===== src/rtl/skew_align_fifo.sv =====
// Synchronous FIFO used by skew_align for each input stream.
// Read data is registered and holds its value when no pop occurs.
module align_fifo #(
  parameter int unsigned DATA_WIDTH = 32,
  parameter int unsigned DEPTH      = 16
) (
  input  logic                    clk,
  input  logic                    rst,
  input  logic                    wr_en,
  input  logic [DATA_WIDTH-1:0]   wr_data,
  input  logic                    rd_en,
  output logic [DATA_WIDTH-1:0]   rd_data,
  output logic [$clog2(DEPTH):0]  fill,
  output logic                    full,
  output logic                    empty
);

  localparam int unsigned ADDR_WIDTH = $clog2(DEPTH);
  localparam int unsigned FILL_WIDTH = ADDR_WIDTH + 1;

  logic [DATA_WIDTH-1:0] mem_q [DEPTH];
  logic [ADDR_WIDTH-1:0] wr_ptr_q, wr_ptr_d;
  logic [ADDR_WIDTH-1:0] rd_ptr_q, rd_ptr_d;
  logic [FILL_WIDTH-1:0] fill_q, fill_d;
  logic [DATA_WIDTH-1:0] rd_data_q, rd_data_d;
  logic                  push, pop;

  assign full  = (fill_q == FILL_WIDTH'(DEPTH));
  assign empty = (fill_q == '0);

  // A full FIFO still accepts a write when a read frees the slot in the same cycle.
  assign push = wr_en && (!full || rd_en);
  assign pop  = rd_en && !empty;

  always_comb begin
    wr_ptr_d  = wr_ptr_q;
    rd_ptr_d  = rd_ptr_q;
    fill_d    = fill_q;
    rd_data_d = rd_data_q;
    if (push) wr_ptr_d = wr_ptr_q + ADDR_WIDTH'(1);
    if (pop) begin
      rd_ptr_d  = rd_ptr_q + ADDR_WIDTH'(1);
      rd_data_d = mem_q[rd_ptr_q];
    end
    if (push && !pop)      fill_d = fill_q + FILL_WIDTH'(1);
    else if (pop && !push) fill_d = fill_q - FILL_WIDTH'(1);
  end

  always_ff @(posedge clk or posedge rst) begin
    if (rst) begin
      wr_ptr_q  <= '0;
      rd_ptr_q  <= '0;
      fill_q    <= '0;
      rd_data_q <= '0;
    end else begin
      wr_ptr_q  <= wr_ptr_d;
      rd_ptr_q  <= rd_ptr_d;
      fill_q    <= fill_d;
      rd_data_q <= rd_data_d;
    end
  end

  always_ff @(posedge clk) begin
    if (push) mem_q[wr_ptr_q] <= wr_data;
  end

  assign rd_data = rd_data_q;
  assign fill    = fill_q;

endmodule


===== src/rtl/skew_align.sv =====
// Re-aligns two valid-qualified streams with unknown relative delay by
// buffering each in a FIFO and releasing pairs only when both hold data.
module skew_align #(
  parameter int unsigned DATA_WIDTH = 32,
  parameter int unsigned DEPTH      = 16
) (
  input  logic                    clk,
  input  logic                    rst,
  input  logic [DATA_WIDTH-1:0]   a_data,
  input  logic                    a_valid,
  input  logic [DATA_WIDTH-1:0]   b_data,
  input  logic                    b_valid,
  output logic [DATA_WIDTH-1:0]   dout_a,
  output logic [DATA_WIDTH-1:0]   dout_b,
  output logic                    dout_valid,
  output logic [$clog2(DEPTH):0]  fill_a,
  output logic [$clog2(DEPTH):0]  fill_b,
  output logic                    ovf_a,
  output logic                    ovf_b
);

  logic full_a, full_b;
  logic empty_a, empty_b;
  logic pop;
  logic dout_valid_q, dout_valid_d;
  logic ovf_a_q, ovf_a_d;
  logic ovf_b_q, ovf_b_d;

  // Emptiness comes from the registered fill counters, so pop never underflows.
  assign pop = !empty_a && !empty_b;

  align_fifo #(
    .DATA_WIDTH (DATA_WIDTH),
    .DEPTH      (DEPTH)
  ) u_fifo_a (
    .clk     (clk),
    .rst     (rst),
    .wr_en   (a_valid),
    .wr_data (a_data),
    .rd_en   (pop),
    .rd_data (dout_a),
    .fill    (fill_a),
    .full    (full_a),
    .empty   (empty_a)
  );

  align_fifo #(
    .DATA_WIDTH (DATA_WIDTH),
    .DEPTH      (DEPTH)
  ) u_fifo_b (
    .clk     (clk),
    .rst     (rst),
    .wr_en   (b_valid),
    .wr_data (b_data),
    .rd_en   (pop),
    .rd_data (dout_b),
    .fill    (fill_b),
    .full    (full_b),
    .empty   (empty_b)
  );

  always_comb begin
    dout_valid_d = pop;
    ovf_a_d      = ovf_a_q || (a_valid && full_a && !pop);
    ovf_b_d      = ovf_b_q || (b_valid && full_b && !pop);
  end

  always_ff @(posedge clk or posedge rst) begin
    if (rst) begin
      dout_valid_q <= 1'b0;
      ovf_a_q      <= 1'b0;
      ovf_b_q      <= 1'b0;
    end else begin
      dout_valid_q <= dout_valid_d;
      ovf_a_q      <= ovf_a_d;
      ovf_b_q      <= ovf_b_d;
    end
  end

  assign dout_valid = dout_valid_q;
  assign ovf_a      = ovf_a_q;
  assign ovf_b      = ovf_b_q;

endmodule


===== config.mk =====
export PLATFORM = sky130hd
export DESIGN_NAME = skew_align
export DESIGN_NICKNAME = d
export VERILOG_FILES = /design/src/rtl/skew_align_fifo.sv /design/src/rtl/skew_align.sv
export SDC_FILE = /design/constraint.sdc
export NUM_CORES = 1
export LEC_CHECK = 0
export BUFFER_PORTS_ARGS = -buffer_cell sky130_fd_sc_hd__buf_2
export CAP_MARGIN = 40
export CORE_ASPECT_RATIO = 0.75
export CORE_MARGIN = 4
export CORE_UTILIZATION = 35
export DETAILED_ROUTE_END_ITERATION = 7
export PLACE_DENSITY = 0.51
export SKIP_LAST_GASP = 1
export SYNTH_ARGS = -nofsm -noshare
export SYNTH_HDL_FRONTEND = slang
export SYNTH_SLANG_ARGS = --single-unit

===== constraint.sdc =====
create_clock -name clk -period 6.94 [get_ports clk]
set_input_delay 1.388 -clock clk [delete_from_list [all_inputs] [get_ports clk]]
set_output_delay 1.388 -clock clk [all_outputs]
set_load 0.03 [all_outputs]

After elaboration in Yosys (flattened, before gate mapping):

Memory sizes are Yosys's and may differ from the RTL's. A register that Yosys moved wholly into a read port is not among the register bits.
Index checks and enable logic that the tools add are counted.
W data, S select, Z words.

* flip-flop bits (word level): 29
* bits in writable memories: 1024
* input bits: 68
* output and inout bits: 77
* word-level logic and storage cells: 59
* memories: 2

Memories
* u_fifo_a.mem_q: words 16, bits a word 32, read ports 1, clocked after memory_dff 1, wr ports 1, RTL line skew_align_fifo.sv:21 `logic [DATA_WIDTH-1:0] mem_q [DEPTH];`
* u_fifo_b.mem_q: words 16, bits a word 32, read ports 1, clocked after memory_dff 1, wr ports 1, RTL line skew_align_fifo.sv:21

* add/sub/neg operators: 8
* eq/ne operators: 2
* muxes and demuxes: 8
* reductions and logical operators: 30

Operators with widths (number)
* $mux W5: 4
* $add A4 B1 Y4 const B: 4
* $logic_and A1 B1 Y1: 13
* $add A5 B1 Y5 const B: 2
* $eq A5 B5 Y1 const B: 2
* $logic_not A5 Y1: 2
* $sub A5 B1 Y5 const B: 2
* $logic_not A1 Y1: 9
* $logic_or A1 B1 Y1: 4
* $mux W1: 4
* $reduce_bool A2 Y1: 2

Depth between registers and ports, before layout:

* word-level depth: 9
* gate-level depth with buffers: 12
* gate-level depth less buffers: 12

By module:

Synthesis repeated with hierarchy kept, for this count alone.

* cells, all modules: 1898
* area, all modules: 42952.4 sq um

Modules (own cells, without submodules)
* align_fifo: times used 2, cells an instance 945, area each 21421.8 sq um, seq. area each 16500.8 sq um
* skew_align: times used 1, cells an instance 8, area each 108.9 sq um, seq. area each 75.1 sq um

Worst setup path before layout:

OpenSTA, ideal clock, no wires.

* kind: reg2reg
* start point: reg u_fifo_a.fill_q[0], in the netlist u_fifo_a.fill[0]
* end point: reg u_fifo_a.fill_q[4], in the netlist u_fifo_a.fill[4]
* setup time: 0.137 ns
* data arrival time: 2.979 ns
* data required time: 6.803 ns
* setup slack: 3.823 ns
* stages on the path, launching flop included: 13
* buffers on the path: 1
* clock period less this slack: 3.117 ns
* path through: dfrtp_1 -> or4_1 -> o22a_1 -> inv_1 -> buf_4 -> ha_1 -> inv_1 -> fa_1 -> a21o_1 -> a21oi_1 -> xnor2_1 -> nor2_1 -> xor2_1

* longest elaborated chain between the ends: 8
* elaborated cells between the ends (all ways): 17
* those cells by class: add/sub (2); eq/ne (1); mux (2); reduce/logical (12)

Ends and longest elaborated chain
* from (decl): RTL line skew_align_fifo.sv:24 `logic [FILL_WIDTH-1:0] fill_q, fill_d;`
* from (signal assigned): RTL line skew_align_fifo.sv:58 `fill_q <= fill_d;`
* parallel branches: the longest is 8 deep, another holds $sub A5 B1 Y5

Parallel ways; which one is timed is not known. The select of a mux whose other input is x is not followed.
A chain may end at the register's enable or synchronous reset.

Worst setup path in the final report:

* start point: reg u_fifo_b.fill_q[0], in the netlist u_fifo_b.fill[0]
* end point: reg u_fifo_a.fill_q[4], in the netlist u_fifo_a.fill[4]

* longest elaborated chain between the ends: 8
* elaborated cells between the ends (all ways): 12
* those cells by class: mux (1); reduce/logical (11)

Ends and longest elaborated chain
* from (decl): RTL line skew_align_fifo.sv:24
* from (signal assigned): RTL line skew_align_fifo.sv:58
* $logic_not A5 Y1 (*): RTL line skew_align_fifo.sv:29 `assign empty = (fill_q == '0);`
* $logic_not A1 Y1 (*): RTL line skew_align.sv:30 `assign pop = !empty_a && !empty_b;`
* $logic_and A1 B1 Y1 (*): RTL line skew_align.sv:30
* $logic_or A1 B1 Y1: RTL line skew_align_fifo.sv:32 `assign push = wr_en && (!full || rd_en);`
* $logic_and A1 B1 Y1: RTL line skew_align_fifo.sv:32
* $logic_not A1 Y1: RTL line skew_align_fifo.sv:46 `else if (pop && !push) fill_d = fill_q - FILL_WIDTH'(1);`
* $logic_and A1 B1 Y1: RTL line skew_align_fifo.sv:46
* $reduce_bool A2 Y1 (no line)

Every way passes the cells marked *; elsewhere a longest branch is shown, timed or not.

==> flow_summary.yaml <==
synth:
  postSynth.asyncResetShare: 0.08326
  synth_simple_gate_area_share: 0.02334
  synth_top_family_by_area: "multiplexers"
  synth_top_cell_by_area: "edfxtp_1"
  synthesis.area_um2: 42720
  synth_cell_types: 39
  syn_inst: 2034
  netlist.area_leader.share: 0.7198
  yosys.area_share.adder: 0.006502
  synth_enable_flop_cells: 1024
  syn_avg_cell_area_um2: 21.00
  yosys_warnings: 0
  ys_dominant_reg_cell: "edfxtp_1"
  synth_compound_area_frac: 0.02668
  synth_fp_nets: 2123
  synthXorXnorAreaFrac: 0.004305
  synth_mux_area_frac: 0.1509
  yosysSeqAreaShare: 0.7743
  synthTopCellsByArea: "edfxtp_1, mux4_2, dfrtp_1, mux2i_1, o22ai_1"
  postSynthRegisterBits: 1117
cells_and_area:
  synthToLayoutAreaGrowth_pct: 15.83
  share_of_cells_above_drive_strength_1: 0.2867
  final.fill_count: 10660
  finish.net_count: 2331
  finish.utilization: 0.4104
routing:
  post-route-drc-count: 0
  detailedRoute.firstIterationViolations: 1562
  met2RoutedLength_um: 46670
  routed.top_layer: "met5"
  vias: 20120
  drt_pre_antenna_iters: 5
  ant_nets: 0
  average_via_count_per_standard_cell: 5.066
  detail_route.wirelength.met1_um: 45670
  drt_wl_total_um: 98800
  avgRoutedWirePerCell_um: 24.87
  routed-wl-met3_um: 4319
sta:
  count_of_endpoints_failing_setup_in_the_final_report: 0
  post_route_fraction_of_the_period_consumed_by_the_critical_path: 0.5074
  relSlewSlack: 0.4317
  setup_repair_after_global_routing_missed_its_margin: "no"
  max_slew.worst_pin.slew_ns: 0.8525
  hold_violations: 0
  timing.clock.skew_ns: 0.03157
  layout_min_cycle_time_ns: 3.521
  total_negative_slack_ns: 0
  max_clock_freq_ghz: 0.2840
  maxSlewViolCount: 0
global_route:
  grt_usage: 0.1544
  grt_max_degree: 92
  antenna_violations_before_repair: 13
  grt_pass1_wl_um: 146700
  first_global_vias: 21680
  grt_overflow_total: 0
place:
  placement.io_buffers: 144
  dpl_hpwl_um: 55330
  place_congestion: 0.7278
power:
  power.clock.fraction: 0.285
  power.share.combinational: 0.293
  internal_power_mw: 14.41
  maximum_ir_drop_on_the_vdd_rail_mv: 0.2270
  p_sw_mw: 6.611
  seq_power_share: 0.422
  total_leakage_power_nw: 16.21
  p_per_area_nw_per_um2: 424.9
  sw_frac_of_total: 0.3144
run:
  cap_violations: 0
floorplan:
  initial_core_util: 0.3543
  die_area_um2: 127800
  pin_count: 145
  die_h_um: 310.6
  row_count: 110
  area_inside_the_core_boundary_um2: 120600
  chipWidth_um: 411.4
worst_setup_path:
  crit_arrival_ns: 4.08
  worst_setup_path_type: "register to register"
  crit_required_ns: 7.50
  crit_path_start_kind: "register"
  worstSetupEndpointType: "register"
  critPathMaxFanout: 16
clocking:
  clk_root_buffer_cell: "clkbuf_16"
  postCtsHoldBufs: 0
  clock_sinks: 1117
  tritoncts_buffers: 116
  clk_pin_slew_worst_paths_ns: 0.06
  clock_latency_ns: 0.69
  maximum_level_of_the_cts_h_tree: 3
  cts_max_path_buffers: 3
  postCtsResizedCells: 0
  post_cts_setup_repair_buffer_count: 0
  cts_tree: "yes"
worst_hold_path:
  holdCritPathClass: "register to register"
status:
  outcome: "finished, final reports clean"
placed cells by master (no fill, tap or decap), types with 12 or more instances in the layout:
cell	n
a21oi_1	68
and2_2	32
buf_12	17
buf_2	144
buf_4	36
clkbuf_1	33
clkbuf_16	117
clkinv_1	21
clkinv_2	28
dfrtp_1	86
edfxtp_1	1024
ha_1	19
inv_1	12
mux2_2	33
mux2i_1	103
mux4_2	224
nand2_1	30
nand3_1	33
nor2b_1	32
nor3_1	34
o21ai_0	16
o21ai_1	27
o22ai_1	86
xnor2_1	18
critical path, stage by stage (launching register included):
cell     delay, ns
dfrtp_1       0.45
or4_1         0.57
o22a_4        0.24
inv_1         0.60
ha_1          0.31
inv_1         0.11
fa_1          0.42
a21o_1        0.18
a21oi_1       0.17
xnor2_1       0.13
nor2_1        0.06
xor2_1        0.14
final cells by class:
class	instances	area, um2	share of cell area
timing repair buffer	203	1484	0.02999
inverter	15	61.31	0.001239
sequential	1117	33100	0.6688
antenna	4	10.01	0.0002023
clock inverter	63	554.3	0.01120
multi-input combinational	789	9097	0.1838
tap	1624	2032	0.04106
clock buffer	157	3148	0.06362
state kept, by name, summed over array words and instances (netlist names):
name / flops
u_fifo_a.rd_ptr_q: 4
u_fifo_a.fill: 5
u_fifo_b.mem_q: 512
u_fifo_b.fill: 5
u_fifo_b.wr_ptr_q: 4
ovf_b: 1
dout_valid: 1
u_fifo_b.rd_ptr_q: 4
u_fifo_a.wr_ptr_q: 4
u_fifo_a.mem_q: 512
u_fifo_b.rd_data: 32
ovf_a: 1
u_fifo_a.rd_data: 32
power groups by stage:
stage	combinational (mW)	sequential [mW]	clock, mW
2_1_floorplan	4.14	9.09	0
3_3_place_gp	5.95	9.09	0
3_5_place_dp	6.28	9.05	0
4_1_cts	6.29	8.91	6.16
5_1_grt	6.69	8.98	6.47
6_report	6.15	8.88	5.99
final timing paths:
| check | from | endpoint | slack, ns | depth (start not counted) |
|---|---|---|---|---|
| min | u_fifo_b.rd_data[4]$_DFFE_PP0P_ | u_fifo_b.rd_data[4]$_DFFE_PP0P_ | 0.47 | 2 |
| min reg2reg | u_fifo_b.rd_data[4]$_DFFE_PP0P_ | u_fifo_b.rd_data[4]$_DFFE_PP0P_ | 0.47 | 2 |
| max | u_fifo_b.fill[0]$_DFFE_PP0P_ | u_fifo_a.fill[4]$_DFFE_PP0P_ | 3.42 | 11 |
| max reg2reg | u_fifo_b.fill[0]$_DFFE_PP0P_ | u_fifo_a.fill[4]$_DFFE_PP0P_ | 3.42 | 11 |
| max in group asynchronous | rst | u_fifo_a.rd_ptr_q[0]$_DFFE_PP0P_ | 4.96 | 4 |
| min in group asynchronous | rst | ovf_b$_DFF_PP0_ | 0.76 | 2 |
per-layer routing:
| metal | global-route usage | vias up |
|---|---|---|
| met1 | 0.2240 | 10720 |
| met2 | 0.2436 | 423 |
| li1 | - | 8826 |
| met4 | 0.03762 | 2 |
| met3 | 0.02695 | 150 |
| met5 | 0 | - |
kinds of logic (layout without fill, tap and decap cells):
group,count (synthesis),in the layout
AOI/OAI and AO/OA,203,203
and+or+nand+nor,184,184
adders and majority gates,21,21
buffers and inverters,128,438
muxes,360,360
xor gates and xnor gates,21,21
DFF,1117,1117
other,0,4
cell usage after synthesis, drive strengths merged, types with 3 or more instances:
library cell,count
nand4,4
a21oi,68
xnor2,18
ha,19
mux4,224
nor3,34
o21ai,43
nand2,31
nor3b,4
clkbuf,49
o22ai,86
xor2,3
mux2i,103
and2,32
nor2b,32
edfxtp,1024
buf,64
dfrtp,93
inv,13
a21o,3
mux2,33
nand3,33
nor2,3
metrics by stage:
step	cells	hold slack, ns	cell area [um2]	total power, mW	worst slack [ns]
after global routing	3969	0.5096	49480	22.13	3.230
after detailed placement	3748	0.4568	45770	15.33	3.415
after global placement	3726	0.4573	45300	15.04	3.391
after floorplan	2034	0.4932	42720	13.23	3.132
after CTS	3968	0.4705	49480	21.37	3.386
final	3972	0.4688	49490	21.03	3.419
Note: power is estimated with default switching activity, not from simulation.
